<file path="src/rtl/controle_multiciclo.sv">
// Control FSM for the multicycle MIPS datapath: sequences fetch/decode/execute,
// drives every datapath select and enable, and traps on illegal opcodes or
// memory accesses that stall for too long.
module controle_multiciclo #(
    parameter int unsigned MEM_TIMEOUT = 0,
    parameter int unsigned TMO_W       = 8
) (
    input  logic       clock,
    input  logic       reset,
    input  logic [5:0] opcode,
    input  logic [5:0] funct,
    input  logic       mem_ready,
    output logic       PCWrite,
    output logic       PCWriteCond,
    output logic       BranchNe,
    output logic       IorD,
    output logic       MemRead,
    output logic       MemWrite,
    output logic       IRWrite,
    output logic [1:0] MemToReg,
    output logic [1:0] RegDst,
    output logic       RegWrite,
    output logic       ALUSrcA,
    output logic [1:0] ALUSrcB,
    output logic       ZeroExt,
    output logic [3:0] ALUOp,
    output logic [1:0] PCSource,
    output logic       instr_done,
    output logic       trap,
    output logic [3:0] state
);

    typedef enum logic [3:0] {
        S_IDLE      = 4'd0,
        S_FETCH     = 4'd1,
        S_DECODE    = 4'd2,
        S_MEM_ADDR  = 4'd3,
        S_MEM_READ  = 4'd4,
        S_MEM_WB    = 4'd5,
        S_MEM_WRITE = 4'd6,
        S_EXEC_R    = 4'd7,
        S_R_WB      = 4'd8,
        S_BRANCH    = 4'd9,
        S_JUMP      = 4'd10,
        S_EXEC_I    = 4'd11,
        S_I_WB      = 4'd12,
        S_JAL       = 4'd13,
        S_JR        = 4'd14,
        S_TRAP      = 4'd15
    } state_t;

    localparam logic [5:0] OP_RTYPE = 6'h00;
    localparam logic [5:0] OP_J     = 6'h02;
    localparam logic [5:0] OP_JAL   = 6'h03;
    localparam logic [5:0] OP_BEQ   = 6'h04;
    localparam logic [5:0] OP_BNE   = 6'h05;
    localparam logic [5:0] OP_ADDI  = 6'h08;
    localparam logic [5:0] OP_SLTI  = 6'h0A;
    localparam logic [5:0] OP_ANDI  = 6'h0C;
    localparam logic [5:0] OP_ORI   = 6'h0D;
    localparam logic [5:0] OP_LW    = 6'h23;
    localparam logic [5:0] OP_SW    = 6'h2B;
    localparam logic [5:0] FN_JR    = 6'h08;

    localparam logic [3:0] ALU_ADD = 4'b0000;
    localparam logic [3:0] ALU_SUB = 4'b0001;
    localparam logic [3:0] ALU_FN  = 4'b0010;
    localparam logic [3:0] ALU_AND = 4'b0011;
    localparam logic [3:0] ALU_OR  = 4'b0100;
    localparam logic [3:0] ALU_SLT = 4'b0101;

    localparam logic [TMO_W-1:0] TMO_LIMIT = TMO_W'(MEM_TIMEOUT);
    localparam bit               TMO_EN    = (MEM_TIMEOUT != 0);

    state_t           cur;
    logic [TMO_W-1:0] tmo_cnt;
    logic             mem_state;
    logic             mem_wait;
    logic             tmo_hit;

    // Memory-stall detection: waiting in a memory state, and whether the stall budget is spent
    always_comb begin
        mem_state = (cur == S_FETCH) || (cur == S_MEM_READ) || (cur == S_MEM_WRITE);
        mem_wait  = mem_state && !mem_ready;
        tmo_hit   = TMO_EN && mem_wait && (tmo_cnt == TMO_LIMIT);
    end

    // State sequencing and stall counter; counter restarts on every state change or completed access
    always_ff @(posedge clock or posedge reset) begin
        if (reset) begin
            cur     <= S_IDLE;
            tmo_cnt <= '0;
        end else begin
            if (mem_wait && !tmo_hit) begin
                if (tmo_cnt != '1) tmo_cnt <= tmo_cnt + TMO_W'(1);
            end else begin
                tmo_cnt <= '0;
            end

            case (cur)
                S_IDLE:     cur <= S_FETCH;
                S_FETCH: begin
                    if (mem_ready)    cur <= S_DECODE;
                    else if (tmo_hit) cur <= S_TRAP;
                end
                S_DECODE: begin
                    case (opcode)
                        OP_RTYPE: cur <= (funct == FN_JR) ? S_JR : S_EXEC_R;
                        OP_LW, OP_SW:   cur <= S_MEM_ADDR;
                        OP_BEQ, OP_BNE: cur <= S_BRANCH;
                        OP_J:     cur <= S_JUMP;
                        OP_JAL:   cur <= S_JAL;
                        OP_ADDI, OP_ANDI, OP_ORI, OP_SLTI: cur <= S_EXEC_I;
                        default:  cur <= S_TRAP;
                    endcase
                end
                S_MEM_ADDR: cur <= (opcode == OP_LW) ? S_MEM_READ : S_MEM_WRITE;
                S_MEM_READ: begin
                    if (mem_ready)    cur <= S_MEM_WB;
                    else if (tmo_hit) cur <= S_TRAP;
                end
                S_MEM_WRITE: begin
                    if (mem_ready)    cur <= S_FETCH;
                    else if (tmo_hit) cur <= S_TRAP;
                end
                S_EXEC_R:   cur <= S_R_WB;
                S_EXEC_I:   cur <= S_I_WB;
                S_MEM_WB, S_R_WB, S_I_WB, S_BRANCH, S_JUMP, S_JAL, S_JR: cur <= S_FETCH;
                S_TRAP:     cur <= S_TRAP;
                default:    cur <= S_TRAP;
            endcase
        end
    end

    // Moore output decode from the state register and the IR fields; mem_ready only gates
    // the fetch write enables and the store completion pulse
    always_comb begin
        PCWrite     = 1'b0;
        PCWriteCond = 1'b0;
        BranchNe    = 1'b0;
        IorD        = 1'b0;
        MemRead     = 1'b0;
        MemWrite    = 1'b0;
        IRWrite     = 1'b0;
        MemToReg    = 2'b00;
        RegDst      = 2'b00;
        RegWrite    = 1'b0;
        ALUSrcA     = 1'b0;
        ALUSrcB     = 2'b00;
        ZeroExt     = 1'b0;
        ALUOp       = ALU_ADD;
        PCSource    = 2'b00;
        instr_done  = 1'b0;
        trap        = 1'b0;
        case (cur)
            S_FETCH: begin
                MemRead = 1'b1;
                ALUSrcB = 2'b01;
                IRWrite = mem_ready;
                PCWrite = mem_ready;
            end
            S_DECODE:   ALUSrcB = 2'b11;
            S_MEM_ADDR: begin
                ALUSrcA = 1'b1;
                ALUSrcB = 2'b10;
            end
            S_MEM_READ: begin
                MemRead = 1'b1;
                IorD    = 1'b1;
            end
            S_MEM_WB: begin
                RegWrite   = 1'b1;
                MemToReg   = 2'b01;
                instr_done = 1'b1;
            end
            S_MEM_WRITE: begin
                MemWrite   = 1'b1;
                IorD       = 1'b1;
                instr_done = mem_ready;
            end
            S_EXEC_R: begin
                ALUSrcA = 1'b1;
                ALUOp   = ALU_FN;
            end
            S_R_WB: begin
                RegWrite   = 1'b1;
                RegDst     = 2'b01;
                instr_done = 1'b1;
            end
            S_BRANCH: begin
                ALUSrcA     = 1'b1;
                ALUOp       = ALU_SUB;
                PCWriteCond = 1'b1;
                PCSource    = 2'b01;
                BranchNe    = (opcode == OP_BNE);
                instr_done  = 1'b1;
            end
            S_JUMP: begin
                PCWrite    = 1'b1;
                PCSource   = 2'b10;
                instr_done = 1'b1;
            end
            S_JAL: begin
                PCWrite    = 1'b1;
                PCSource   = 2'b10;
                RegWrite   = 1'b1;
                RegDst     = 2'b10;
                MemToReg   = 2'b10;
                instr_done = 1'b1;
            end
            S_JR: begin
                PCWrite    = 1'b1;
                PCSource   = 2'b11;
                instr_done = 1'b1;
            end
            S_EXEC_I: begin
                ALUSrcA = 1'b1;
                ALUSrcB = 2'b10;
                ZeroExt = (opcode == OP_ANDI) || (opcode == OP_ORI);
                case (opcode)
                    OP_ANDI: ALUOp = ALU_AND;
                    OP_ORI:  ALUOp = ALU_OR;
                    OP_SLTI: ALUOp = ALU_SLT;
                    default: ALUOp = ALU_ADD;
                endcase
            end
            S_I_WB: begin
                RegWrite   = 1'b1;
                ZeroExt    = (opcode == OP_ANDI) || (opcode == OP_ORI);
                instr_done = 1'b1;
            end
            S_TRAP:  trap = 1'b1;
            default: ;
        endcase
    end

    // Debug view of the current state
    always_comb state = 4'(cur);

endmodule

</file>
<file path="config.mk">
export PLATFORM = sky130hd
export DESIGN_NAME = controle_multiciclo
export DESIGN_NICKNAME = d
export VERILOG_FILES = /design/src/rtl/controle_multiciclo.sv
export SDC_FILE = /design/constraint.sdc
export NUM_CORES = 1
export LEC_CHECK = 0
export CORE_MARGIN = 4
export CORE_UTILIZATION = 40
export DETAILED_ROUTE_END_ITERATION = 10
export PLACE_DENSITY = 0.9
export SYNTH_ARGS = -nofsm -noshare
export SYNTH_HDL_FRONTEND = slang
export SYNTH_SLANG_ARGS = --single-unit
</file>
<file path="constraint.sdc">
create_clock -name clock -period 3.21 [get_ports clock]
set_clock_uncertainty 0.1 [all_clocks]
set_input_delay 0.963 -clock clock [delete_from_list [all_inputs] [get_ports clock]]
set_output_delay 0.963 -clock clock [all_outputs]
set_load 0.02 [all_outputs]
</file>
== After elaboration in Yosys (flattened, before gate mapping) ==
Index checks and enable logic that the tools add are counted.

* Add/sub/neg operators: 0
* $lt $le $gt $ge: 0
* Bitwise operators: 0
* Reduce and logical (&&, ||, !) cells: 17
* $mul: 0
* Divide/modulo/power cells: 0
* Shift operators: 0
* Muxes and demuxes: 25
* Equal/unequal tests: 29

{| class="wikitable"
|+ Operators by type and width
! cell !! number
|-
| 4-bit case mux with 9 select lines || 1
|-
| 4-bit equality test (second input constant) || 8
|-
| 6-bit by 4-bit equality test with 1-bit output (second input constant) || 5
|-
| 4-bit case mux with 6 select lines || 1
|-
| 3-bit case mux with 3 select lines || 2
|-
| 4-bit by 3-bit equality test with 1-bit output (second input constant) || 4
|-
| 4-bit two-way mux || 4
|-
| 2-bit OR reduction || 7
|-
| 6-bit by 2-bit equality test with 1-bit output (second input constant) || 2
|-
| 6-bit by 3-bit equality test with 1-bit output (second input constant) || 2
|-
| 6-bit equality test (second input constant) || 2
|-
| 2-bit case mux with 3 select lines || 2
|-
| 4-bit OR reduction || 3
|-
| 1-bit two-way mux || 10
|-
| 4-bit by 2-bit equality test with 1-bit output (second input constant) || 2
|-
| 2-bit case mux with 2 select lines || 2
|-
| 8-bit OR reduction || 1
|-
| 7-bit OR reduction || 1
|-
| 6-bit zero test || 1
|-
| 2-bit != test (second input constant) || 3
|-
| 4-bit by 1-bit equality test with 1-bit output (second input constant) || 1
|-
| 4-bit zero test || 1
|-
| 1-bit case mux with 2 select lines || 2
|-
| 3-bit AND reduction || 1
|-
| 3 further kinds || 3
|}

* Memory bits (writable): 0
* Bits in latches: 0
* Output and inout bits: 28
* Memory bits (read-only): 0
* Register bits after elaboration: 4
* Memories: 0
* Bits of input ports: 15
* Logic and storage cells: 72

== Logic depth before layout (Yosys ltp) ==
* Word-level depth: 4
* Mapped depth: 6
* Mapped depth without buffers: 4

== Worst setup path after synthesis ==
No wires, ideal clock.

* Path type: input-to-output
* Start: input opcode[0]
* End: output ALUOp[2]
* Arrival: 1.927 ns
* Slack: 0.220 ns
* Data required time: 2.147 ns
* Stages on the path: 4
* Buffers on the path: 1
* Path through: buf_6 nor2_1 a22oi_1 nor4_1

* Cells in the longest elaborated chain, start to end: 3
* Elaborated cells on any way between the ends: 5
* Classes of those cells: 3 x eq/ne; 2 x mux

{| class="wikitable"
|+ Ends and longest elaborated chain
! element !! line !! RTL
|-
| start: declaration || 10 || <nowiki>input logic [5:0] opcode,</nowiki>
|-
| 6-bit by 4-bit equality test with 1-bit output || 220 || <nowiki>case (opcode)</nowiki>
|-
| 3-bit case mux with 3 select lines * || 220 ||
|-
| 3-bit case mux with 3 select lines * || 155 || <nowiki>case (cur)</nowiki>
|-
| end: declaration || 26 || <nowiki>output logic [3:0] ALUOp,</nowiki>
|}

Every way passes the cells marked *; elsewhere a longest branch is shown, timed or not.

== Worst setup path after layout ==
* Start: input opcode[1]
* End: output ALUOp[1]

The elaborated chain is that of the path after synthesis.

==> reports/summary.md <==
The cell depth of the worst min-delay path came out at 3. Number of max-cap violations: 0. TritonCTS built the clock tree. The minimum setup slack among reg-to-reg paths came out at 1670 ps.

For this run, asynchronously set or reset flops after synthesis account for 100%. The logs give 6.9% for the clock network power share and 909 for the via count of the first global-routing pass. Detailed placement finished with a half-perimeter wire length of 1850 um. Setup repair after global routing could not meet its margin everywhere. The boundary pin count is 43, and the mean routed wirelength per cell is 12.6 um. In the routed layout, each cell is associated on average with a via count of 5.32. In this run, CTS created clock tree buffers numbering 3. For this run, design rule violations remaining after detail routing come to 0. The run gives 2 as the maximum buffer depth of the clock tree. The tools report the cell at the root of the clock tree as sky130_fd_sc_hd__clkbuf_4. In the finished design, the share of the clock period the worst path needs comes to 97.4%. Initial standard-cell utilization of the core: 42.2%. The total wire length was 2230 um; the final net count was 169.

The sequential area share after synthesis came out at 13.7%. After layout, the minimum clock period comes to 3130 ps. In this run the worst path has a maximum fanout of 5. The final RePlAce weighted congestion was 0.823. The cell with the most instances after synthesis is sky130_fd_sc_hd__nor2_1.

Traced cell by cell, the critical path runs through dlygate4sd2_1 > nor2b_4 > nand4_1 > o31ai_2 > nor2b_2 > buf_4. After floorplanning, the core was divided into 15 placement rows. The post-cts hold buffer count was 0. For the max-slew violation total from the final report, the log shows 0. The first global-routing pass estimated 3690 um of wire. The run gives 0 as the total inserted antenna cells. Summing over every cut layer, the via total after detailed routing is 941.

Number of enable flip-flop cells after synthesis: 0. The depth of the worst register-to-register path is 5, and the ratio of cells with drive above 1 in the final layout is 25.0%. In the global route stage, overall resource usage came out at 18.5%. The startpoint identified for the worst hold timing path is state[3].

In this run, the combinational gates consume 77.4% of the power. In this run, the number of DRC markers left after iteration 0 of detailed routing was 13. The tools report the destination of the worst hold path as state[3]. The flop and latch count out of synthesis is 4. The tools report the area of the placeable core as 1730 sq um. Summing every instance area after synthesis gives 728 sq um. The flip-flop cell with the highest count after synthesis was sky130_fd_sc_hd__dfrtp_1. The count of placed standard cells in the final layout, fillers left out was 177. The tools report the critical path startpoint category as a primary input. The most critical setup path has its startpoint at opcode[1]. Of all cell types, the one taking the most synthesized area is sky130_fd_sc_hd__dfrtp_1. Flip-flop count of the largest register, all copies and words added: 4.

The cell with the largest stage delay on the worst path was sky130_fd_sc_hd__dlygate4sd2_1. The highest ir drop seen on vdd was 0.432 mV. The gate count of the mapped netlist was 105; the number of clock sinks was 4.

The tools report the H-tree depth as 1. In this run the worst hold path is classified as reg2reg. The worst setup path is captured at an output pin. The number of routed nets with antenna violations was 0. In this run the power spent charging and discharging nets is 0.000467 W.

During placement, the flow inserted port buffers numbering 41. The origin of the critical flop-to-flop path was state[0]. Setup violations remaining at the end of the flow were counted as 0. Of the total power, registers draw 15.7%. Measured along the x axis, the die boundary spans 50.7 um. The first detailed-routing pass took 4 iterations.

The largest net degree at the start of global routing is 20. From bottom edge to top edge, the die measures 50.7 um. Net switching is 50.0% of the power. The number of nets handed over by synthesis was 120. On the worst path, the slowest cell contributes a delay of 280 ps. At the later pin of the worst-skew pair, clock insertion delay measures 240 ps. The tools report the number of antenna violations at the first check in global routing as 0.

STA puts the critical path data required time at 2150 ps. The reg-to-reg critical path endpoint is state[1]. The run gives 0.516 nW as the leakage dissipation. By count the netlist is led by sky130_fd_sc_hd__nor2_1 (12), sky130_fd_sc_hd__nand2_1 (10), sky130_fd_sc_hd__a21oi_1 (6), sky130_fd_sc_hd__buf_4 (6). In the post-synthesis netlist, the biggest area contributors are sky130_fd_sc_hd__dfrtp_1 (14%), sky130_fd_sc_hd__buf_4 (6.2%), sky130_fd_sc_hd__nor2_1 (6.2%). The data arrival time of the worst path came out at 2060 ps. The worst setup path is of the in2out kind. Including well taps, the total number of placed cells is 174. The total overflow left after global routing is 0.

Yosys warning count: 0. The top cell type's share of synthesized area was 13.7%; the per-instance average area after synthesis was 6.94 sq um. For this run, the share of the core covered by cells in the final layout is 70.1%.

The flow ran to the end, and the final reports show no timing, DRC or antenna violations. The internal power of the cells totals 0.000466 W. The die covers 2570 sq um. The layout-stage area growth over the synthesis result is 66.3%, and the power per unit of standard cell area is 770 nW/um^2.

The clock slew seen by the registers of the worst setup and hold paths was 40 ps. The fmax was 320 MHz; the total count of hold-check failures in the final report was 0. Yosys mapped the design onto 41 distinct sky130hd cell types.
[final cells by class]
type                            instances  area, sq um
Tap cell                               25         31.3
Fill cell                             156          515
Inverter                                3         11.3
Timing Repair Buffer                   56          498
Sequential cell                         4          103
Clock buffer                            3         22.5
Multi-Input combinational cell         86          546
[power groups by stage]
stage / clock, W / combinational (W) / sequential [W]
after floorplan: 0 / 0.000478 / 0.000111
after global placement: 0 / 0.000712 / 0.000142
after detailed placement: 0 / 0.000732 / 0.000144
after CTS: 0.0000638 / 0.000721 / 0.000143
after global routing: 0.0000692 / 0.000770 / 0.000156
final: 0.0000641 / 0.000722 / 0.000147
[per-stage QoR]
step	total power, W	setup WS [ps]	hold slack, ps	instance area (sq um)	setup TNS (ps)
floorplan	0.000589	220	629	728	0
global placement	0.000854	-579	666	1200	-3020
detailed placement	0.000875	-643	675	1200	-3270
CTS	0.000928	-29.3	681	1200	-29.3
global route	0.000996	-22.2	694	1210	-22.2
finish	0.000932	82.9	661	1210	0
[worst max-delay path by stage]
stage,to,slack (ps),depth (start not counted)
final,ALUOp[1],80,6
after global routing,ALUOp[1],-20,6
after CTS,ALUOp[1],-30,6
after detailed placement,ALUOp[1],-640,6
after global placement,ALUOp[1],-580,6
after floorplan,ALUOp[2],220,4
[worst max-delay path, delay by kind of cell]
| kind | cells | cell delay, ps |
|---|---|---|
| AND/OR/NAND/NOR | 3 | 480 |
| buffers and inverters | 2 | 420 |
| AO/OA/AOI/OAI | 1 | 190 |
[timing repair]
item / 4_1_cts / 5_1_grt
resized for setup: 34 / 9
setup buffers: 0 / 0
gates cloned: 0 / 0
pin swaps: 3 / 4
setup endpoints to repair: 8 / 12
endpoints found under the hold margin: 0 / 0
[logic make-up after synthesis]
logic type	after synthesis	share of synthesized area, %
and+or+nand+nor	57	45.5
AOI/OAI and AO/OA	24	22.3
buffers and inverters	15	12.7
DFF	4	13.7
xor gates and xnor gates	2	2.41
muxes	2	2.75
other	1	0.515
[metal layers]
layer / part of all wire, % / track usage, %
met5: 0 / 0
met4: 1.8 / 8.07
met3: 7.7 / 3.56
met2: 55 / 40.0
met1: 35 / 15.5
[placed cells by master (no fill, tap or decap), drive strengths merged, types with 2 or more instances in the layout]
cell type      synthesis  final
clkdlybuf4s50          0     27
buf                   12     20
nor2                  12     12
nand2                 10     10
nor3                   7      7
a21oi                  6      6
dlygate4sd2            0      6
nand2b                 5      5
o21ai                  5      5
clkbuf                 0      4
nor2b                  4      4
dfrtp                  4      4
inv                    3      3
and2                   3      3
nor3b                  2      2
nor4b                  2      2
a31oi                  2      2
xnor2                  2      2
a211oi                 2      2
mux2i                  2      2
and3                   2      2
o21a                   2      2
and2b                  2      2
o31ai                  2      2
Note: power is estimated with default switching activity, not from simulation.
